### config.mk
export PLATFORM = sky130hd
export DESIGN_NAME = vector_mem
export DESIGN_NICKNAME = d
export VERILOG_FILES = /design/src/rtl/vector_checker_pkg.sv /design/src/rtl/vector_checker_mem.sv
export SDC_FILE = /design/constraint.sdc
export NUM_CORES = 1
export LEC_CHECK = 0
export CAP_MARGIN = 10
export CORE_ASPECT_RATIO = 1.4
export CORE_MARGIN = 1
export CORE_UTILIZATION = 45
export DETAILED_ROUTE_END_ITERATION = 8
export PLACE_DENSITY = 0.68
export SLEW_MARGIN = 0
export SYNTH_ARGS = -nofsm -noshare
export SYNTH_HDL_FRONTEND = slang
export SYNTH_SLANG_ARGS = --single-unit
export TNS_END_PERCENT = 50
### constraint.sdc
create_clock -name clk -period 3.5 [get_ports clk]
set_input_delay 0.7 -clock clk [delete_from_list [all_inputs] [get_ports clk]]
set_output_delay 0.7 -clock clk [all_outputs]
set_load 0.02 [all_outputs]
### src/rtl/vector_checker_pkg.sv
// Shared types and entry-layout helpers for the vector checker.
// An entry is packed as {end, stim[NIN-1:0], exp[NOUT-1:0]}.
package vector_checker_pkg;

  typedef enum logic [1:0] {
    IDLE  = 2'd0,
    APPLY = 2'd1,
    CHECK = 2'd2,
    DONE  = 2'd3
  } state_t;

  function automatic int expLsb(input int nin, input int nout);
    return 0;
  endfunction

  function automatic int stimLsb(input int nin, input int nout);
    return nout;
  endfunction

  function automatic int endBit(input int nin, input int nout);
    return nin + nout;
  endfunction

  function automatic int entryWidth(input int nin, input int nout);
    return nin + nout + 1;
  endfunction

endpackage

### src/rtl/vector_checker_mem.sv
// Vector table: register array with one synchronous write port and one
// asynchronous read port; only the terminator bits are reset.
module vector_mem
  import vector_checker_pkg::*;
#(
  parameter int NIN   = 2,
  parameter int NOUT  = 1,
  parameter int DEPTH = 16
) (
  input  logic                              clk,
  input  logic                              reset_n,
  input  logic                              we_i,
  input  logic [$clog2(DEPTH)-1:0]          waddr_i,
  input  logic [entryWidth(NIN, NOUT)-1:0]  wdata_i,
  input  logic [$clog2(DEPTH)-1:0]          raddr_i,
  output logic                              rterm_o,
  output logic [NIN-1:0]                    rstim_o,
  output logic [NOUT-1:0]                   rexp_o
);

  localparam int EXP_LSB  = expLsb(NIN, NOUT);
  localparam int STIM_LSB = stimLsb(NIN, NOUT);
  localparam int END_BIT  = endBit(NIN, NOUT);

  logic [DEPTH-1:0] term_q;
  logic [NIN-1:0]   stim_q [DEPTH];
  logic [NOUT-1:0]  exp_q  [DEPTH];

  // A freshly reset table reads as empty: every slot is a terminator.
  always_ff @(posedge clk or negedge reset_n) begin
    if (!reset_n) begin
      term_q <= '1;
    end else if (we_i) begin
      term_q[waddr_i] <= wdata_i[END_BIT];
    end
  end

  always_ff @(posedge clk) begin
    if (we_i) begin
      stim_q[waddr_i] <= wdata_i[STIM_LSB +: NIN];
      exp_q[waddr_i]  <= wdata_i[EXP_LSB +: NOUT];
    end
  end

  assign rterm_o = term_q[raddr_i];
  assign rstim_o = stim_q[raddr_i];
  assign rexp_o  = exp_q[raddr_i];

endmodule

* After elaboration in Yosys (flattened, before gate mapping)
Memories as Yosys holds them, arrays and structs flattened.
Cells that the tools add are included.
** Word-level totals
- Bits in registers :: 16
- Bits in writable memories :: 48
- Input bits :: 15
- Output and inout bits :: 4
- Word-level logic and storage cells :: 14
- Memories :: 2
** Cells by class
- Order comparisons :: 3
- Mux-type cells :: 7
- Reductions and logical operators :: 1
** Memory list
- stim_q :: words 16, bits a word 2, read ports 1, clocked after memory_dff 0, wr ports 1, line vector_checker_mem.sv:26 : logic [NIN-1:0] stim_q [DEPTH];
- exp_q :: words 16, bits a word 1, read ports 1, clocked after memory_dff 0, wr ports 1, line vector_checker_mem.sv:27 : logic [NOUT-1:0] exp_q [DEPTH];
** Operator list (number)
- 16-bit bitwise mux :: 1
- 4-bit by 5-bit less-than comparator with 1-bit output, second input constant :: 2
- 1-bit binary-select mux with 4-bit select :: 1
- 1-bit demux with 4-bit select :: 1
- 4-bit by 1-bit greater-or-equal comparator with 1-bit output, second input constant :: 1
- 1-bit 2-to-1 mux :: 4
- 1-bit logical AND :: 1

* Longest topological paths before layout
Gate-level depths: netlist of the first run.
- Depth in word-level cells :: 5
- Mapped depth :: 5
- Depth with buffers taken out :: 3

* Least setup slack after synthesis of the first run
Ideal clock, no wire load.
- Kind :: input -> output
- Start point :: input port raddr_i[1]
- End point :: output port rstim_o[0]
- Data arrival time :: 1.777 ns
- Setup slack :: 1.023 ns
- Stages on the path :: 5
- Buffers on the path :: 2
- Cell sequence :: clkbuf_1 buf_2 mux4_2 a22oi_1 nand3_1
** On the way
- Cells in the longest elaborated chain, start to end :: 1
** RTL lines
- start, declared :: line vector_checker_mem.sv:15 : input logic [$clog2(DEPTH)-1:0] raddr_i,
- memory 16 x 2 bit
- end, declared :: line vector_checker_mem.sv:17 : output logic [NIN-1:0] rstim_o,
No other way between the ends.

* Worst setup path in the final report of the first run
- Start point :: input port raddr_i[0]
- End point :: output port rterm_o
** On the way
- Cells in the longest elaborated chain, start to end :: 2
** RTL lines
- 1-bit binary-select mux with 4-bit select :: line vector_checker_mem.sv:45 : assign rterm_o = term_q[raddr_i];
- 1-bit 2-to-1 mux (not written as such) :: line vector_checker_mem.sv:45
- end, declared :: line vector_checker_mem.sv:16 : output logic rterm_o,
No other way between the ends. The select of a mux whose other input is x is not followed.

==> results of run 1 <==
[power by group through the flow]
stage	clock network (µW)	logic, µW	registers [µW]
2_1_floorplan	0	116	930
3_3_place_gp	0	181	934
3_5_place_dp	0	187	942
4_1_cts	768	182	926
5_1_grt	803	194	933
6_report	755	179	926
[path summary, 6_finish.rpt]
kind	start	endpoint	slack [ns]	cells after the start
setup / recovery	raddr_i[0]	rterm_o	0.17	6
hold / removal	term_q[15]$_DFFE_PN1P_	term_q[15]$_DFFE_PN1P_	0.62	1
setup reg to reg	term_q[7]$_DFFE_PN1P_	term_q[7]$_DFFE_PN1P_	2.75	1
hold reg to reg	term_q[15]$_DFFE_PN1P_	term_q[15]$_DFFE_PN1P_	0.62	1
max in group asynchronous	reset_n	term_q[3]$_DFFE_PN1P_	2.32	1
min in group asynchronous	reset_n	term_q[7]$_DFFE_PN1P_	1.15	1
[cell type report]
class | instances | area, µm²
Timing Repair Buffer | 21 | 235
Clock inverter | 7 | 119
Fill cell | 441 | 2580
Multi-Input combinational cell | 74 | 810
Sequential cell | 64 | 1860
Clock buffer | 9 | 124
Tap cell | 70 | 87.6
[state kept, by name (all words and copies together) (netlist names)]
signal / count
term_q: 16
exp_q: 16
stim_q: 32
[Yosys cell counts]
| cell | count |
|---|---|
| edfxtp_1 | 48 |
| dfstp_2 | 16 |
| mux2_2 | 16 |
| mux4_1 | 14 |
| nor2_1 | 13 |
| nand3_1 | 9 |
| nand2_1 | 5 |
| a22oi_1 | 4 |
| nor3_1 | 3 |
| clkbuf_1 | 2 |
| mux4_2 | 2 |
| nand2b_1 | 2 |
| nand3b_1 | 2 |
| nor2b_1 | 2 |
| buf_12 | 1 |
| buf_2 | 1 |
| buf_6 | 1 |
| nor3_2 | 1 |
| or3b_1 | 1 |
[logic make-up after synthesis]
logic type             Yosys count
buffers and inverters            5
DFF                             64
muxes                           32
and+or+nand+nor                 38
AOI/OAI and AO/OA                4
[through the flow]
step	worst slack, ns	area (µm²)	std cells
5_1_grt	0.0786	3240	245
2_1_floorplan	1.02	2720	143
3_3_place_gp	-0.0760	3000	229
6_report	0.174	3240	245
4_1_cts	0.135	3240	245
3_5_place_dp	-0.0741	3000	229
[per-layer routing]
metal / share of wire / vias to the layer above / global-route usage
met5: 0 / - / 0
met2: 0.55 / 54 / 0.291
met1: 0.39 / 700 / 0.219
met4: 0.015 / 0 / 0.0887
li1: - / 637 / -
met3: 0.047 / 7 / 0.0437
[what timing repair did]
action	4_1_cts	5_1_grt
setup buffers	0	0
gates resized for setup	4	0
endpoints found under the setup margin	4	0
==> metrics, run 1 <==
kind of critical path input port to output port; total track usage 0.180; via/cell ratio 5.71; core area 5820 µm²; hpwl dp 3480 µm; max-slew violations 0; post-synthesis sequential area ratio 0.686; final WL 4880 µm; RSZ-0062 raised after global routing false; crit path DAT 2.63 ns; # IOs 19; CTS tree built; crit path time final 3.33 ns; worst-case clock buffer depth 2; htree depth 3; starting density of the core 0.466; post-synthesis instance area 2720 µm²; Clock Latency Late Sink 0.33 ns; Sw Ratio 0.206; # setup viols final 0; antenna violations before repair 0; Min-Delay Path Class flop to flop; Synth area leader edfxtp_1; Int Power 1480 µW; pin count of the biggest net entering global routing 17; Max IR drop VDD 0.000344 V; Post-CTS Hold Buffers 0; Worst EP required 2.80 ns; drt pass-1 iters 4; Fmax 301 MHz; final antenna diode count 0; Iteration-0 DRC Markers 59; Clock Power Share 0.406; Worst Path Buf+Inv 3; Area contributors post-synth edfxtp_1, dfstp_2, mux4_1; status finished, final reports clean; first-pass GRT wire length 7640 µm; CP startpoint kind input port; Num CTS Buffers 9; most frequent cells in the layout edfxtp_1, mux2_2, dfstp_2, mux4_1, clkdlybuf4s50_1; drt drc 0; Comb pwr share 0.096; die area 6350 µm²; critical path fanouts, max 9; flops & latches, synth 64; syn_area_per_cell 19.0 µm²; final hold vios 0; Ys Warns 0; XOR/XNOR Fraction of Synth Area 0; CP max-delay cell mux4_1; Root Buffer clkbuf_8; routed len/inst 19.9 µm; Compound-Gate Fraction of Synth Area 0.0111; Static Leak 0.00113 µW; maxcap violations 0; Synth top area share 0.531; CP max stage delay 0.57 ns; IO Port Bufs 18; setup TNS 0 ns; NetSw 384 µW; Worst setup EP type output port; Area Growth Syn to Fin 19.2%; period utilisation layout 0.950; post-synthesis simple-gate area fraction 0.0687; Vias 1398; ANT nets after route 0; Std-Cell Rows 33; post-synthesis mux area share 0.218; worst slew pin tran 0.796 ns; grt total ovfl 0; Syn Nets 158; die height 93.9 µm; CTS sink count 64; vias in the first global route 1463; synth unique cells 19; sequential fraction of design power 0.498; die width 67.7 µm; cell breakdown of the critical path clkdlybuf4s50_1, buf_12, mux4_1, a22oi_1, nand3_1, dlygate4sd2_1; layout cells sized above 1 0.303; largest family of logic cells by synthesized area multiplexers; nets 185; GP Congestion 0.740; Post-Synthesis Cells 143; fin util 0.556; hold_ws 0.618 ns; delay-heaviest family, CP buffers and inverters; Clock transition at path regs 0.07 ns; power per standard cell area 575 nW/µm²; Pwr Total 1860 µW; area share of fa/ha/maj cells after synthesis 0; Setup Skew 0 ns; most common cell after layout, fill and taps aside edfxtp_1; Rel. slew slack 0.466
Note: power is estimated with default switching activity, not from simulation.
==> run 2, diff against run 1 <==
--- a/config.mk
+++ b/config.mk
@@ -11,6 +11,7 @@
 export CORE_UTILIZATION = 45
 export DETAILED_ROUTE_END_ITERATION = 8
 export PLACE_DENSITY = 0.68
+export SKIP_CTS_REPAIR_TIMING = 1
 export SLEW_MARGIN = 0
 export SYNTH_ARGS = -nofsm -noshare
 export SYNTH_HDL_FRONTEND = slang
==> metrics, run 2 (same netlist as run 1, synthesis figures left out) <==
hold depth 1 (unchanged); Worst setup EP type output port; Area Growth Syn to Fin 19.8%; Largest regs stim_q: 32 flops, exp_q: 16 flops, term_q: 16 flops; Endpoint, Worst Hold term_q[15]$_DFFE_PN1P_; Root Buffer clkbuf_8; R2R depth 1 (unchanged); grt total ovfl 0 (unchanged); Max IR drop VDD 0.000344 V (about the same); status finished, final reports clean; final antenna diode count 0 (unchanged); Clock transition at path regs 0.07 ns (about the same); core area 5820 µm² (unchanged); RSZ-0062 raised after global routing false; Setup Skew 0 ns (unchanged); power per standard cell area 573 nW/µm² (-0.26%); crit path DAT 2.51 ns (-0.12 ns); vias in the first global route 1463 (unchanged); worst slew pin tran 0.796 ns (unchanged); hpwl dp 3480 µm (unchanged); Iteration-0 DRC Markers 59 (unchanged); ANT nets after route 0 (unchanged); GP Congestion 0.740 (unchanged); max FFs per register 32 (unchanged); drt pass-1 iters 4 (unchanged); wl on met1 1930 µm (+0.52%); Rel. slew slack 0.466 (unchanged); DR WL met3 223 µm (-2.2%); Vias 1397 (-0.072%); RR Startpoint term_q[7]$_DFFE_PN1P_; final hold vios 0 (unchanged); most common cell after layout, fill and taps aside edfxtp_1; # fillers 438 (-0.68%); most frequent cells in the layout edfxtp_1, mux2_2, dfstp_2, mux4_1, clkdlybuf4s50_1; kind of critical path input port to output port; Setup WS pre-CTS -0.0741 ns (unchanged); nets 185 (unchanged); first-pass GRT wire length 7640 µm (unchanged); starting density of the core 0.466 (unchanged); critical path fanouts, max 9 (unchanged); period utilisation layout 0.918 (-0.0323); highest metal used met4; via/cell ratio 5.70 (about the same); routed len/inst 20.0 µm (+0.18%); pin count of the biggest net entering global routing 17 (unchanged); FF-to-FF End term_q[7]$_DFFE_PN1P_; CP startpoint kind input port; layout cells sized above 1 0.303 (unchanged); Worst EP required 2.80 ns (about the same); # setup viols final 0 (unchanged); die height 93.9 µm (unchanged); Std-Cell Rows 33 (unchanged); drt drc 0 (unchanged); antenna violations before repair 0 (unchanged); # IOs 19 (unchanged); die width 67.7 µm (unchanged); htree depth 3 (unchanged); Min-Delay Path Class flop to flop; crit path time final 3.21 ns (-0.113 ns); CTS tree built; IO Port Bufs 18 (unchanged); maxcap violations 0 (unchanged); total track usage 0.180 (unchanged); die area 6350 µm² (unchanged); Final WS setup 0.287 ns (+0.113 ns); Num CTS Buffers 9 (unchanged); CTS sink count 64 (unchanged); Biggest register stim_q; Fmax 311 MHz (+3.5%); final WL 4890 µm (+0.18%); Static Leak 0.00116 µW (+3.2%); Clock Latency Late Sink 0.33 ns (about the same); max-slew violations 0 (unchanged); wire length on met2 2670 µm (+0.11%); fin util 0.559 (+0.00258); worst-case clock buffer depth 2 (unchanged); Hold Startpoint term_q[15]$_DFFE_PN1P_; reg2reg setup slack 2.75 ns (about the same)
run 2: worst max path at each step:
stage / slack (ns) / to / from / depth (start not counted)
4_1_cts: -0.08 / rterm_o / raddr_i[0] / 6
3_5_place_dp: -0.07 / rterm_o / raddr_i[0] / 6
5_1_grt: 0.19 / rterm_o / raddr_i[0] / 6
2_1_floorplan: 1.02 / rstim_o[0] / raddr_i[1] / 5
3_3_place_gp: -0.08 / rterm_o / raddr_i[0] / 6
6_report: 0.29 / rterm_o / raddr_i[0] / 6
run 2: report_power, final:
group / internal, µW / switching (µW)
clock: 474 / 281
sequential: 903 / 23.6
combinational: 103 / 79.7
total: 1480 / 384
run 2: routing by layer:
metal,track usage,vias to the layer above
met2,0.291,52
met3,0.0437,7
met5,0,-
met1,0.219,701
li1,-,637
met4,0.0887,0
run 2: metrics by stage:
stage / TNS (ns) / cells / total power, µW / hold slack (ns) / cell area [µm²]
final: 0 / 245 / 1860 / 0.618 / 3250
after global routing: 0 / 245 / 1930 / 0.627 / 3250
after CTS: -0.172 / 245 / 1880 / 0.620 / 3240
after detailed placement: -0.158 / 229 / 1130 / 0.610 / 3000
after global placement: -0.120 / 229 / 1120 / 0.604 / 3000
after floorplan: 0 / 143 / 1050 / 0.552 / 2720
run 2: layout make-up:
| class | instances | area (µm²) | share of cell area |
|---|---|---|---|
| sequential | 64 | 1860 | 0.573 |
| tap | 70 | 87.6 | 0.0269 |
| clock buffer | 9 | 124 | 0.0381 |
| clock inverter | 7 | 119 | 0.0366 |
| timing repair buffer | 21 | 250 | 0.0770 |
| multi-input combinational | 74 | 810 | 0.249 |
run 2: worst max-delay path: stages:
cell,delay (ns)
clkdlybuf4s50_1,0.50
buf_12,0.15
mux4_1,0.57
a22oi_1,0.24
nand3_1,0.13
dlymetal6s2s_1,0.22
